### src/rtl/svm_classifier.sv
// One-vs-rest linear SVM over five sensor features plus temperature, one MAC per cycle.
// Optional SVM_NAN_CHECK_EN: a NaN on any sampled input makes UPDATE load 32'hFFFF_FFFF.
module svm_classifier #(
  parameter int unsigned                 NUM_CLASSES = 4,
  parameter logic [NUM_CLASSES*6*32-1:0] WEIGHTS     = '0,
  parameter logic [NUM_CLASSES*32-1:0]   BIAS        = '0
) (
  input  logic        clk,
  input  logic        rst,
  input  logic [31:0] i0,
  input  logic [31:0] i1,
  input  logic [31:0] i2,
  input  logic [31:0] i3,
  input  logic [31:0] i4,
  input  logic [31:0] temp,
  output logic [31:0] predict
);

  localparam int unsigned   ClsW    = (NUM_CLASSES > 1) ? $clog2(NUM_CLASSES) : 1;
  localparam logic [ClsW-1:0] LastCls = ClsW'(NUM_CLASSES - 1);

  typedef enum logic [1:0] {StSample, StMac, StUpdate} state_e;

  state_e state_q, state_d;
  logic   sample_en, mac_en, update_en;

  logic [ClsW-1:0]    cls_q, cls_d;
  logic [2:0]         feat_q, feat_d;
  logic [191:0]       feats_q, feats_d;
  logic signed [47:0] acc_q, acc_d;
  logic signed [47:0] best_q, best_d;
  logic [ClsW-1:0]    best_idx_q, best_idx_d;
  logic [31:0]        predict_q, predict_d;

  logic signed [31:0] feat_val, weight, bias;
  logic signed [63:0] prod;
  logic signed [47:0] prod_sh;
  int unsigned        pair_idx;

  // Truncate toward zero into Q16.16; NaN -> 0, out of range -> symmetric saturation.
  function automatic logic [31:0] f2q(input logic [31:0] f);
    logic [7:0]  e;
    logic [31:0] sig, mag, res;
    e   = f[30:23];
    sig = {8'd0, 1'b1, f[22:0]};
    mag = '0;
    if (e == 8'd0) begin
      res = '0;
    end else if (e == 8'hFF && f[22:0] != '0) begin
      res = '0;
    end else if (e >= 8'd142) begin
      res = f[31] ? 32'h8000_0001 : 32'h7FFF_FFFF;
    end else begin
      if (e >= 8'd134) mag = sig << (e - 8'd134);
      else             mag = sig >> (8'd134 - e);
      res = f[31] ? (~mag + 32'd1) : mag;
    end
    return res;
  endfunction

`ifdef SVM_NAN_CHECK_EN
  logic nan_q, nan_d;

  function automatic logic is_nan(input logic [31:0] f);
    return (f[30:23] == 8'hFF) && (f[22:0] != '0);
  endfunction
`endif

  // FSM: state register
  always_ff @(posedge clk) begin
    if (rst) state_q <= StSample;
    else     state_q <= state_d;
  end

  // FSM: next state
  always_comb begin
    state_d = state_q;
    unique case (state_q)
      StSample: state_d = StMac;
      StMac:    if (feat_q == 3'd5 && cls_q == LastCls) state_d = StUpdate;
      StUpdate: state_d = StSample;
      default:  state_d = StSample;
    endcase
  end

  // FSM: outputs
  always_comb begin
    sample_en = 1'b0;
    mac_en    = 1'b0;
    update_en = 1'b0;
    unique case (state_q)
      StSample: sample_en = 1'b1;
      StMac:    mac_en    = 1'b1;
      StUpdate: update_en = 1'b1;
      default:  sample_en = 1'b0;
    endcase
  end

  always_comb begin
    feats_d    = feats_q;
    cls_d      = cls_q;
    feat_d     = feat_q;
    acc_d      = acc_q;
    best_d     = best_q;
    best_idx_d = best_idx_q;
    predict_d  = predict_q;

    pair_idx = int'(cls_q) * 6 + int'(feat_q);
    feat_val = feats_q[{feat_q, 5'd0} +: 32];
    weight   = WEIGHTS[pair_idx*32 +: 32];
    bias     = BIAS[int'(cls_q)*32 +: 32];
    prod     = feat_val * weight;
    prod_sh  = 48'(prod >>> 16);

    if (sample_en) begin
      feats_d = {f2q(temp), f2q(i4), f2q(i3), f2q(i2), f2q(i1), f2q(i0)};
      cls_d   = '0;
      feat_d  = '0;
    end

    if (mac_en) begin
      acc_d = ((feat_q == 3'd0) ? {{16{bias[31]}}, bias} : acc_q) + prod_sh;
      if (feat_q == 3'd5) begin
        // Strict compare keeps the lower index on ties.
        if (cls_q == '0 || acc_d > best_q) begin
          best_d     = acc_d;
          best_idx_d = cls_q;
        end
        feat_d = '0;
        cls_d  = (cls_q == LastCls) ? '0 : cls_q + 1'b1;
      end else begin
        feat_d = feat_q + 3'd1;
      end
    end

    if (update_en) predict_d = {{(32-ClsW){1'b0}}, best_idx_q};
`ifdef SVM_NAN_CHECK_EN
    nan_d = nan_q;
    if (sample_en) nan_d = is_nan(i0) | is_nan(i1) | is_nan(i2) | is_nan(i3) | is_nan(i4) |
                           is_nan(temp);
    if (update_en && nan_q) predict_d = 32'hFFFF_FFFF;
`endif
  end

  always_ff @(posedge clk) begin
    if (rst) begin
      feats_q    <= '0;
      cls_q      <= '0;
      feat_q     <= '0;
      acc_q      <= '0;
      best_q     <= '0;
      best_idx_q <= '0;
      predict_q  <= '0;
`ifdef SVM_NAN_CHECK_EN
      nan_q      <= 1'b0;
`endif
    end else begin
      feats_q    <= feats_d;
      cls_q      <= cls_d;
      feat_q     <= feat_d;
      acc_q      <= acc_d;
      best_q     <= best_d;
      best_idx_q <= best_idx_d;
      predict_q  <= predict_d;
`ifdef SVM_NAN_CHECK_EN
      nan_q      <= nan_d;
`endif
    end
  end

  assign predict = predict_q;

endmodule

### config.mk
export PLATFORM = sky130hd
export DESIGN_NAME = svm_classifier
export DESIGN_NICKNAME = d
export VERILOG_FILES = /design/src/rtl/svm_classifier.sv
export SDC_FILE = /design/constraint.sdc
export NUM_CORES = 1
export LEC_CHECK = 0
export CAP_MARGIN = 25
export CELL_PAD_IN_SITES_DETAIL_PLACEMENT = 0
export CELL_PAD_IN_SITES_GLOBAL_PLACEMENT = 2
export CORE_ASPECT_RATIO = 1.5
export CORE_MARGIN = 5
export CORE_UTILIZATION = 24
export DETAILED_ROUTE_END_ITERATION = 8
export PLACE_DENSITY = 0.8
export SYNTH_ARGS = -nofsm -noshare
export SYNTH_HDL_FRONTEND = slang
export SYNTH_SLANG_ARGS = --single-unit
### constraint.sdc
create_clock -name clk -period 4.2 [get_ports clk]
set_input_delay 0.84 -clock clk [delete_from_list [all_inputs] [get_ports clk]]
set_output_delay 0.84 -clock clk [all_outputs]
set_load 0.02 [all_outputs]
==> PnR_summary.wiki <==
{| class="wikitable"
! Metric !! Value
|-
| Routed vias || about 4000
|-
| Max VDD drop || roughly 0.00018 V
|-
| Count of filler cells inserted in the layout || 2359
|-
| Final standard cell utilization of the core || about a quarter
|-
| Unrepaired setup endpoints after global routing || false
|-
| Setup crit end kind || flop
|-
| Final HPWL from detailed placement || 7030 µm
|-
| Synth area leader || sky130_fd_sc_hd__dfxtp_1
|-
| Core Region || 22200 µm²
|-
| Pin slew with the least headroom to its limit || slightly above 0.7 ns
|-
| Violation count after the first detailed-route iteration || 230
|-
| Largest net degree at the start of global routing || 61
|-
| Worst hold path class || flop to flop
|-
| Setup Buffers After CTS || 0
|-
| Cell chosen for the clock root || sky130_fd_sc_hd__clkbuf_16
|-
| Routed len/inst || 12.8 µm
|-
| Number of hold violations in the final report || 0
|-
| TritonCTS Buffers || 9
|-
| Port Buffer Count || 3
|-
| Highest net fanout along the worst path || 49
|-
| Wire length of the first global-routing pass || roughly 19000 µm
|-
| Main area contributors after synthesis || sky130_fd_sc_hd__dfxtp_1 (40%), sky130_fd_sc_hd__ha_1 (12%), sky130_fd_sc_hd__a21oi_1 (6.3%)
|-
| Clock-pin slew of the registers on the worst-case setup and hold paths || ~0.06 ns
|-
| CP startpoint kind || flop
|-
| Clock tree from TritonCTS || done
|-
| P_leak || about 2.2 nW
|-
| Total global routing track utilization || a little under a tenth
|-
| Maximum number of buffers from clock root to sink || 2
|-
| Total Neg Setup Slack || 0 ns
|-
| Worst setup skew after layout || approximately 0.013 ns
|-
| Clock insertion delay at the later pin of the skew report || 0.36 ns
|-
| Period utilization || between 80% and 90%
|-
| Required time worst endpoint || approximately 4.5 ns
|-
| Die span in y || roughly 190 µm
|-
| Max Fclk || approximately 280 MHz
|-
| Aggregate global routing overflow || 0
|-
| Drt total wl || roughly 11000 µm
|-
| Power, Total || 1.90 mW
|-
| Mean cell area of the mapped netlist || between 8 and 9 µm²
|-
| Placement Rows || 67
|-
| Antenna cell count || 0
|-
| Total placed cells including tap cells || approximately 880
|-
| Number of global-route vias before repair || ~3800
|-
| Initial Util || between 20 and 25%
|-
| Register bit total from synthesis || 107
|-
| Placer Congestion || slightly above 0.7
|-
| Final net count || about 860
|-
| Post-Synthesis Cells || 630
|-
| Initial antenna violation count || 0
|-
| Count of final max-slew check failures || 0
|-
| Part of the Yosys area used for sequential elements || between 30% and 40%
|-
| Netlist area before placement || between 5000 and 6000 µm²
|-
| Slew Limit Headroom || roughly half
|-
| Fraction of synthesized cell area taken by the top area cell type || between 30% and 40%
|-
| Cts hold-fix bufs || 0
|-
| Final antenna-violating net count || 0
|-
| Clock sink count || 107
|-
| Horizontal die dimension || around 130 µm
|-
| Number of gates resized after CTS || 0
|-
| Total of max-cap violations || 0
|-
| I/O pin total || 226
|-
| Area grow syn2layout || 10.2%
|-
| Detailed-route DRC error count || 0
|-
| Via count normalized by instance count || about 4.4
|-
| Area used by sequential logic in the layout || about 2100 µm²
|-
| Fraction of final layout cells sized beyond drive strength 1 || under 10%
|-
| Total Die Area || about 26000 µm²
|-
| # H-tree levels || 3
|-
| Run status || completed
|-
| Number of distinct library cell variants in the gate-level netlist after synthesis || 43
|-
| Area of combinational cells with multiple inputs || ~2800 µm²
|-
| Critical Path AT || around 3.8 ns
|-
| Final critical path time including I/O delays and setup || roughly 3.5 ns
|-
| Power Density || roughly 320 nW/µm²
|-
| Setup violators final || 0
|-
| Detailed-routing iteration count for the pre-antenna-repair pass || 4
|-
| Worst Path Class, Setup || flop to flop
|-
| Number of warnings issued by yosys || 0
|-
| Final non-filler cell total || ~900
|}
-- sequential cells by signal, indices dropped and copies added, names as in the netlist --
signal and count:
cls_q 2, state_q 2, acc_q 48, predict 2, feat_q 3, best_q 48
best_idx_q 2
-- final timing paths --
path | start | endpoint | slack (ns) | depth (start not counted)
setup / recovery | feat_q[2]$_SDFFE_PP0P_ | best_q[42]$_SDFFE_PP0P_ | 0.69 | 12
hold reg to reg | acc_q[21]$_SDFFE_PP0P_ | acc_q[21]$_SDFFE_PP0P_ | 0.45 | 1
hold / removal | acc_q[21]$_SDFFE_PP0P_ | acc_q[21]$_SDFFE_PP0P_ | 0.45 | 1
setup reg to reg | feat_q[2]$_SDFFE_PP0P_ | best_q[42]$_SDFFE_PP0P_ | 0.69 | 12
-- critical path, cell delays in order, from the launching register on --
cell,delay (ns)
sky130_fd_sc_hd__dfxtp_1,0.34
sky130_fd_sc_hd__nor3_2,0.26
sky130_fd_sc_hd__buf_12,0.29
sky130_fd_sc_hd__nor2b_1,0.11
sky130_fd_sc_hd__ha_1,0.30
sky130_fd_sc_hd__a21o_1,0.18
sky130_fd_sc_hd__a21o_1,0.17
sky130_fd_sc_hd__a221o_1,0.36
sky130_fd_sc_hd__or3b_4,0.43
sky130_fd_sc_hd__a2111oi_4,0.37
sky130_fd_sc_hd__buf_4,0.32
sky130_fd_sc_hd__o21ai_0,0.12
sky130_fd_sc_hd__a21oi_1,0.15
-- final cells by class --
class / count / area share (%)
flip-flops and latches: 107 / 36.1
clock inverters: 5 / 0.633
clock buffers: 11 / 4.10
repair buffers: 15 / 3.00
inverters: 51 / 3.23
well taps: 276 / 5.83
multi-input cells: 433 / 47.1
-- cell families after synthesis --
group | synth area share, %
AOI/OAI and AO/OA | 15.2
adders and majority gates | 11.6
buffers and inverters | 10.8
DFF | 39.8
muxes | 0.558
other | 0.0697
and+or+nand+nor | 21.8
-- cell usage after synthesis, drive strengths merged --
cell / count
nand3b: 1
nor4: 3
a22oi: 1
o22ai: 1
inv: 51
nor2b: 51
nand4: 7
buf: 40
nor3: 3
nand4b: 1
or3: 1
a211oi: 1
or4b: 1
o21ai: 59
and2: 48
or4: 1
o41ai: 1
a2111oi: 1
clkbuf: 28
a221oi: 4
and4: 4
o211a: 1
a21oi: 68
nand2b: 3
or3b: 1
a21o: 7
nor2: 11
o211ai: 1
ha: 50
nand2: 14
conb: 1
nand3: 52
nor4b: 1
a221o: 1
a2111o: 1
dfxtp: 107
mux2i: 3
-- through the flow --
step           area, µm²  worst slack, ns  hold slack [ns]
6_report            5930            0.688            0.449
3_3_place_gp        5650            0.719            0.433
4_1_cts             5930            0.667            0.456
5_1_grt             5930            0.461            0.463
3_5_place_dp        5650            0.691            0.436
2_1_floorplan       5490            0.906            0.421
-- routing by layer --
| layer | vias up | global-route usage (%) | part of all wire [%] |
|---|---|---|---|
| met3 | 11 | 1.40 | 2.6 |
| met5 | - | 0 | 0 |
| li1 | 2045 | - | - |
| met2 | 47 | 16.5 | 51 |
| met4 | 0 | 3.85 | 2.0 |
| met1 | 1866 | 10.6 | 44 |
-- power breakdown --
group | internal, mW | switching [mW]
sequential | 1.01 | 0.00195
combinational | 0.00874 | 0.0620
clock | 0.421 | 0.391
-- cells in the final DEF, fill, tap and decap left out, types with 2 or more instances in the layout --
cell type,count
sky130_fd_sc_hd__a21o_1,7
sky130_fd_sc_hd__nor2_1,11
sky130_fd_sc_hd__and4_1,4
sky130_fd_sc_hd__dfxtp_1,107
sky130_fd_sc_hd__nor3_2,2
sky130_fd_sc_hd__o21ai_1,4
sky130_fd_sc_hd__and2_1,48
sky130_fd_sc_hd__buf_4,7
sky130_fd_sc_hd__ha_1,50
sky130_fd_sc_hd__a21oi_4,2
sky130_fd_sc_hd__nand3_1,52
sky130_fd_sc_hd__nor2b_1,51
sky130_fd_sc_hd__a221oi_1,4
sky130_fd_sc_hd__clkbuf_16,9
sky130_fd_sc_hd__conb_1,30
sky130_fd_sc_hd__inv_1,51
sky130_fd_sc_hd__clkinvlp_4,2
sky130_fd_sc_hd__nor4_1,3
sky130_fd_sc_hd__nand4_1,7
sky130_fd_sc_hd__nand2_1,14
sky130_fd_sc_hd__o21ai_0,55
sky130_fd_sc_hd__buf_12,5
sky130_fd_sc_hd__nand2b_1,3
sky130_fd_sc_hd__clkdlybuf4s50_1,2
sky130_fd_sc_hd__mux2i_1,3
sky130_fd_sc_hd__a21oi_1,66
No activity file was read; power rests on OpenSTA's default activity.
